==> src/rtl/vec_mem_sequencer.sv <==
// Vector memory sequencer: serialises a LANES x 8-bit vector load or store
// into one byte-wide data-memory access per cycle, stalling the pipeline
// front end while busy and pulsing done once the vector is complete.
module vec_mem_sequencer #(
   parameter int LANES  = 6,
   parameter int STRIDE = 1
) (
   input  logic               clk,
   input  logic               rst,
   input  logic               start,
   input  logic               isStore,
   input  logic [15:0]        baseAddr,
   input  logic [8*LANES-1:0] storeData,
   input  logic [7:0]         memRdData,
   output logic [15:0]        memAddr,
   output logic               memWe,
   output logic               memRe,
   output logic [7:0]         memWrData,
   output logic [8*LANES-1:0] loadData,
   output logic               stall,
   output logic               done
);

   localparam int W  = 8 * LANES;
   localparam int CW = (LANES > 1) ? $clog2(LANES) : 1;

   typedef enum logic [2:0] {
      IDLE,
      STORE,
      LOAD,
      LWAIT,
      DONE
   } state_t;

   state_t          state;
   state_t          state_nxt;

   logic [CW-1:0]   lane;
   logic [15:0]     base_q;
   logic [W-1:0]    data_q;

   // Read data returns one cycle after memRe, so remember which lane it belongs to.
   logic            rd_valid;
   logic [CW-1:0]   rd_lane;

   logic            last_lane;
   logic            accept;
   logic [15:0]     lane_addr;
   logic [7:0]      lane_byte;

   assign last_lane = (lane == CW'(LANES - 1));
   assign accept    = (state == IDLE) && start;
   // Address wraps naturally modulo 2^16 through the 16-bit truncation.
   assign lane_addr = base_q + 16'(int'(lane) * STRIDE);
   assign lane_byte = data_q[lane*8 +: 8];

   // State register.
   always_ff @(posedge clk) begin
      // NOTE: sequential state uses non-blocking assignments so every register
      // samples pre-edge values; blocking here would create ordering races.
      if (rst) state <= IDLE;
      else     state <= state_nxt;
   end

   // Next-state and memory-port decode; reset forces every output quiet.
   always_comb begin
      // NOTE: every output gets a default before the case so no path leaves a
      // signal unassigned, which would otherwise infer a latch.
      state_nxt = state;
      memWe     = 1'b0;
      memRe     = 1'b0;
      memAddr   = 16'h0000;
      memWrData = 8'h00;
      stall     = 1'b0;
      done      = 1'b0;

      case (state)
         IDLE: begin
            if (start) begin
               stall     = 1'b1;
               state_nxt = isStore ? STORE : LOAD;
            end
         end
         STORE: begin
            stall     = 1'b1;
            memWe     = 1'b1;
            memAddr   = lane_addr;
            memWrData = lane_byte;
            if (last_lane) state_nxt = DONE;
         end
         LOAD: begin
            stall   = 1'b1;
            memRe   = 1'b1;
            memAddr = lane_addr;
            if (last_lane) state_nxt = LWAIT;
         end
         LWAIT: begin
            stall     = 1'b1;
            state_nxt = DONE;
         end
         DONE: begin
            done      = 1'b1;
            state_nxt = IDLE;
         end
         default: state_nxt = IDLE;
      endcase

      if (rst) begin
         memWe     = 1'b0;
         memRe     = 1'b0;
         memAddr   = 16'h0000;
         memWrData = 8'h00;
         stall     = 1'b0;
         done      = 1'b0;
      end
   end

   // Operand latch, lane counter and load-vector assembly.
   always_ff @(posedge clk) begin
      if (rst) begin
         lane     <= '0;
         base_q   <= '0;
         data_q   <= '0;
         rd_valid <= 1'b0;
         rd_lane  <= '0;
         loadData <= '0;
      end else begin
         rd_valid <= memRe;
         rd_lane  <= lane;
         if (rd_valid) loadData[rd_lane*8 +: 8] <= memRdData;

         if (accept) begin
            base_q <= baseAddr;
            data_q <= storeData;
            lane   <= '0;
         end else if (memWe || memRe) begin
            lane <= last_lane ? '0 : lane + CW'(1);
         end
      end
   end

endmodule

==> config.mk <==
export PLATFORM = sky130hd
export DESIGN_NAME = vec_mem_sequencer
export DESIGN_NICKNAME = d
export VERILOG_FILES = /design/src/rtl/vec_mem_sequencer.sv
export SDC_FILE = /design/constraint.sdc
export NUM_CORES = 1
export LEC_CHECK = 0
export CORE_MARGIN = 3
export CORE_UTILIZATION = 48
export DETAILED_ROUTE_END_ITERATION = 6
export PLACE_DENSITY = 0.78
export SYNTH_ARGS = -nofsm -noshare
export SYNTH_HDL_FRONTEND = slang
export SYNTH_SLANG_ARGS = --single-unit
export TNS_END_PERCENT = 20
==> constraint.sdc <==
create_clock -name clk -period 3.7 [get_ports clk]
set_input_delay 0.74 -clock clk [delete_from_list [all_inputs] [get_ports clk]]
set_output_delay 0.74 -clock clk [all_outputs]
set_load 0.01 [all_outputs]
### Word-level counts from Yosys, hierarchy flattened

Cells that the tools add are included.

| storage, ports and cells | value |
|---|---|
| bits in registers | 122 |
| input port bits | 76 |
| output and inout bits | 76 |
| word-level logic and storage cells | 48 |

| cells by class | value |
|---|---|
| add/sub/neg operators | 3 |
| equal/unequal tests | 8 |
| shift-type cells | 3 |
| muxes and demuxes | 20 |
| reduce and logical (&&, ||, !) cells | 7 |

Operators with widths:

| operator | count |
|---|---|
| $bwmux W48 | 1 |
| $shift A8 B34 Y48 const A | 1 |
| $shiftx A48 B7 Y8 | 1 |
| $shiftx A8 B34 Y48 | 1 |
| $neg A6 Y34 | 1 |
| $mux W16 | 2 |
| $add A16 B3 Y16 | 1 |
| $mux W8 | 2 |
| $mux W3 | 4 |
| $pmux W3 S4 | 1 |
| $mux W1 | 8 |
| $eq A3 B2 Y1 const B | 2 |
| $eq A3 B3 Y1 const B | 2 |
| $ne A2 B2 Y1 const B | 3 |
| $reduce_or A2 Y1 | 2 |
| $add A3 B1 Y3 const B | 1 |
| $eq A3 B1 Y1 const B | 1 |
| $logic_not A3 Y1 | 1 |
| $reduce_and A3 Y1 | 1 |
| $reduce_or A3 Y1 | 1 |
| $mux W2 | 1 |
| $pmux W1 S2 | 1 |
| $logic_and A1 B1 Y1 | 1 |
| $logic_or A1 B1 Y1 | 1 |

### Depth between registers and ports, before layout

| depth | value |
|---|---|
| word-level depth | 4 |
| depth in mapped cells | 9 |
| depth with buffers taken out | 7 |

### Least setup slack after synthesis

No wires, ideal clock.

| timing | value |
|---|---|
| path type | reg-to-output |
| start | reg lane[1] |
| end | out memAddr[14] |
| arrival | 2.360 ns |
| required time | 2.960 ns |
| setup slack | 0.600 ns |
| cell stages (with the launch flop) | 8 |
| cell sequence | dfxtp_1 -> clkbuf_1 -> inv_1 -> fa_1 -> and2b_1 -> o21ai_0 -> or4_1 -> a21oi_1 |

| between the ends | value |
|---|---|
| longest elaborated chain between the ends | 3 |

RTL lines:

| item | line | RTL |
|---|---|---|
| from (decl) | 38 | `logic [CW-1:0] lane;` |
| from (signal assigned) | 137 | `lane <= last_lane ? '0 : lane + CW'(1);` |
| $add A16 B3 Y16 | 54 | `assign lane_addr = base_q + 16'(int'(lane) * STRIDE);` |
| $mux W16 | 77 | `case (state)` |
| $mux W16 | 108 | `if (rst) begin` |
| to (decl) | 15 | `output logic [15:0] memAddr,` |

No other way between the ends.

### Final worst setup path

| timing | value |
|---|---|
| start | reg lane[1] |
| end | out memAddr[13] |

The elaborated chain is that of the path after synthesis.

==> impl_metrics.py <==
metrics = {
    "layout": {
        "drive_gt1_frac": 0.0863,
        "layout_commonest_cell": "nand2_1",
        "fin_nets": 870,
        "final_cell_mix": "nand2_1 (177), clkdlybuf4s50_1 (147), dfxtp_1 (122), a21oi_1 (113), nor2_1 (35)",
        "syn_to_final_growth_pct": 39.7,
        "final_cells": 936,
        "fillers": 877,
        "antenna_cells": 0,
    },
    "synth": {
        "ys.flop_type": "dfxtp_1",
        "syn_area_per_cell_sq_um": 8.07,
        "synth_nets": 741,
        "ys.warnings.count": 0,
        "ys_types": 48,
        "synthesis.area_sq_um": 5320,
        "synth_edf_count": 0,
        "synth_seq_cells": 122,
        "netlist_instances": 659,
        "yosysSeqAreaShare": 0.460,
        "synth-async-reset-ratio": 0,
    },
    "worst_setup_path": {
        "crit_required_ns": 2.96,
        "critPathKind": "reg -> out",
        "slowest_stage": "clkdlybuf4s50_1",
        "critPathMaxFanout": 12,
        "crit_family": "buffers and inverters",
        "cp_cell_sequence": "buf_4, ha_1, a211oi_2, or2_4, or4_1, a21oi_1, clkdlybuf4s50_1",
        "startpoint_type": "flip-flop",
        "max_stage_delay_ns": 0.56,
        "cp.arrival_ns": 2.90,
        "endpoint_kind": "primary output",
        "crit_buf_inv": 2,
    },
    "sta": {
        "maxSlewHeadroom": 0.410,
        "setup_slack_ns": 0.0584,
        "period_needed_ns": 3.64,
        "fin_hold_ws_ns": 0.449,
        "hold_viol_final": 0,
        "finalMaxSlewViolations": 0,
        "tightest_slew_ns": 0.885,
        "finalCritPeriodShare": 0.984,
        "finalSetupViolCount": 0,
        "max_freq_mhz": 275,
        "finClkSkew_ns": 0.0105,
    },
    "cts": {
        "cts.sinks": 122,
        "root_buffer": "clkbuf_8",
        "cts.clk_slew.worst_paths_ns": 0.06,
        "cts_max_level": 4,
        "max-clock-path-buffers": 2,
        "cts_buffers": 17,
        "tritoncts": "done",
        "clkLatencyLatePin_ns": 0.50,
    },
    "global_routing": {
        "grt_max_degree": 68,
        "grt_overflow": 0,
        "grt_pass1_vias": 5099,
        "grt_pass1_wl_um": 24500,
        "antenna_found_initial": 0,
        "groute.usage.overall": 0.237,
    },
    "floorplan": {
        "io_pins": 152,
        "fp.dieW_um": 111,
        "start_util": 0.504,
        "coreArea_sq_um": 10600,
        "dieArea_sq_um": 12400,
        "die_h_um": 111,
        "rows": 37,
    },
    "routing": {
        "detail_route.iter0.violations": 361,
        "dr_total_vias": 5189,
        "routed_wl_um": 14900,
        "avgRoutedWirePerCell_um": 15.9,
        "ant_nets": 0,
        "dr.pass1.iters": 5,
        "viasPerCell": 5.54,
        "drcViolationCount": 0,
    },
    "place": {
        "dp_cells": 905,
        "numPortBuffers": 151,
        "gp_congestion": 0.826,
        "dp_hpwl_um": 10200,
        "post-place-ws_ns": 0.187,
    },
    "run_status": {
        "status": "finished clean",
    },
    "power_and_ir_drop": {
        "finalPower_w": 0.00330,
        "clock_power_share": 0.459,
        "p_seq_frac": 0.429,
        "peakVddDrop_v": 0.000263,
        "p_per_area_nw_per_um2": 444,
        "intPower_w": 0.00249,
        "switching_share": 0.244,
        "pwr-share-comb": 0.112,
        "leakage_nw": 2.61,
        "switchingPower_w": 0.000803,
    },
    "job": {
        "max-cap-violations": 0,
    },
    "hold_path": {
        "hp-class": "reg -> reg",
    },
}
-- registers in the layout (all words and copies together) (netlist names) --
signal,cells
loadData,48
rd_valid,1
base_q,16
state,3
data_q,48
rd_lane,3
lane,3
-- worst paths after layout --
kind / start / endpoint / slack (ns) / cells past startpoint
worst max-delay path: lane[1] / memAddr[13] / 0.06 / 7
worst min-delay path: loadData[26] / loadData[26] / 0.45 / 2
worst max register to register: rd_lane[0] / loadData[18] / 0.76 / 9
worst min register to register: loadData[26] / loadData[26] / 0.45 / 2
-- worst reg2reg max path, stage by stage, from the launching register on --
cell,delay (ns)
dfxtp_1,0.40
inv_1,0.09
ha_1,0.20
ha_1,0.86
and3b_1,0.30
buf_4,0.24
nor4bb_1,0.32
buf_4,0.20
nand3_1,0.08
a21oi_1,0.18
-- power groups by stage --
stage                     sequential, W  clock (W)  combinational (W)
after floorplan                 0.00143          0           0.000217
after global placement          0.00144          0           0.000358
after detailed placement        0.00144          0           0.000365
after CTS                       0.00141    0.00153           0.000368
after global routing            0.00142    0.00160           0.000404
final                           0.00142    0.00151           0.000368
-- cells by family after synthesis --
family	synth area share
muxes	0.0678
DFF	0.460
xor gates and xnor gates	0.0148
and+or+nand+nor	0.250
buffers and inverters	0.0494
AOI/OAI and AO/OA	0.143
adders and majority gates	0.0155
-- area by class of cell --
| cell class | instances | area, sq um | share of cell area |
|---|---|---|---|
| Multi-Input combinational cell | 474 | 2640 | 0.355 |
| Clock buffer | 18 | 418 | 0.0563 |
| Clock inverter | 13 | 130 | 0.0175 |
| Timing Repair Buffer | 160 | 1580 | 0.213 |
| Tap cell | 136 | 170 | 0.0229 |
| Sequential cell | 122 | 2440 | 0.329 |
| Inverter | 13 | 48.8 | 0.00657 |
-- cells in the mapped netlist, drive strengths merged (3+ instances only) --
library cell | count | area, sq um
nor3 | 6 | 30.0
a22oi | 8 | 60.1
and2 | 3 | 18.8
nand4 | 19 | 134
o21ai | 7 | 35.0
o211ai | 3 | 27.5
nor3b | 3 | 22.5
a21oi | 113 | 566
mux2 | 8 | 90.1
mux2i | 9 | 90.1
dfxtp | 122 | 2440
or2 | 3 | 18.8
inv | 13 | 48.8
buf | 17 | 90.1
mux4 | 8 | 180
nand2 | 177 | 664
or3 | 5 | 31.3
clkbuf | 33 | 124
a211oi | 4 | 30.0
xor2 | 5 | 43.8
nand3 | 25 | 125
nor2 | 35 | 131
ha | 5 | 62.6
xnor2 | 4 | 35.0
-- per-stage QoR --
step	utilization	TNS (ns)	instance area [sq um]
2_1_floorplan	-	0	5320
3_3_place_gp	0.650	0	6860
3_5_place_dp	0.650	0	6860
4_1_cts	0.703	0	7420
5_1_grt	0.704	-0.00693	7430
6_report	0.704	0	7430
-- layer usage --
metal | up-vias | global-route usage | wire (um)
met1 | 2452 | 0.309 | 6300
met4 | 0 | 0.0770 | 310
li1 | 2510 | - | -
met5 | - | 0 | 0
met3 | 25 | 0.0448 | 912
met2 | 202 | 0.396 | 7370
-- what timing repair did --
item	4_1_cts	5_1_grt
resized for setup	5	3
hold buffers	0	0
endpoints found under the setup margin	3	5
setup buffers	0	0
Power figures use the tool's default switching activity.
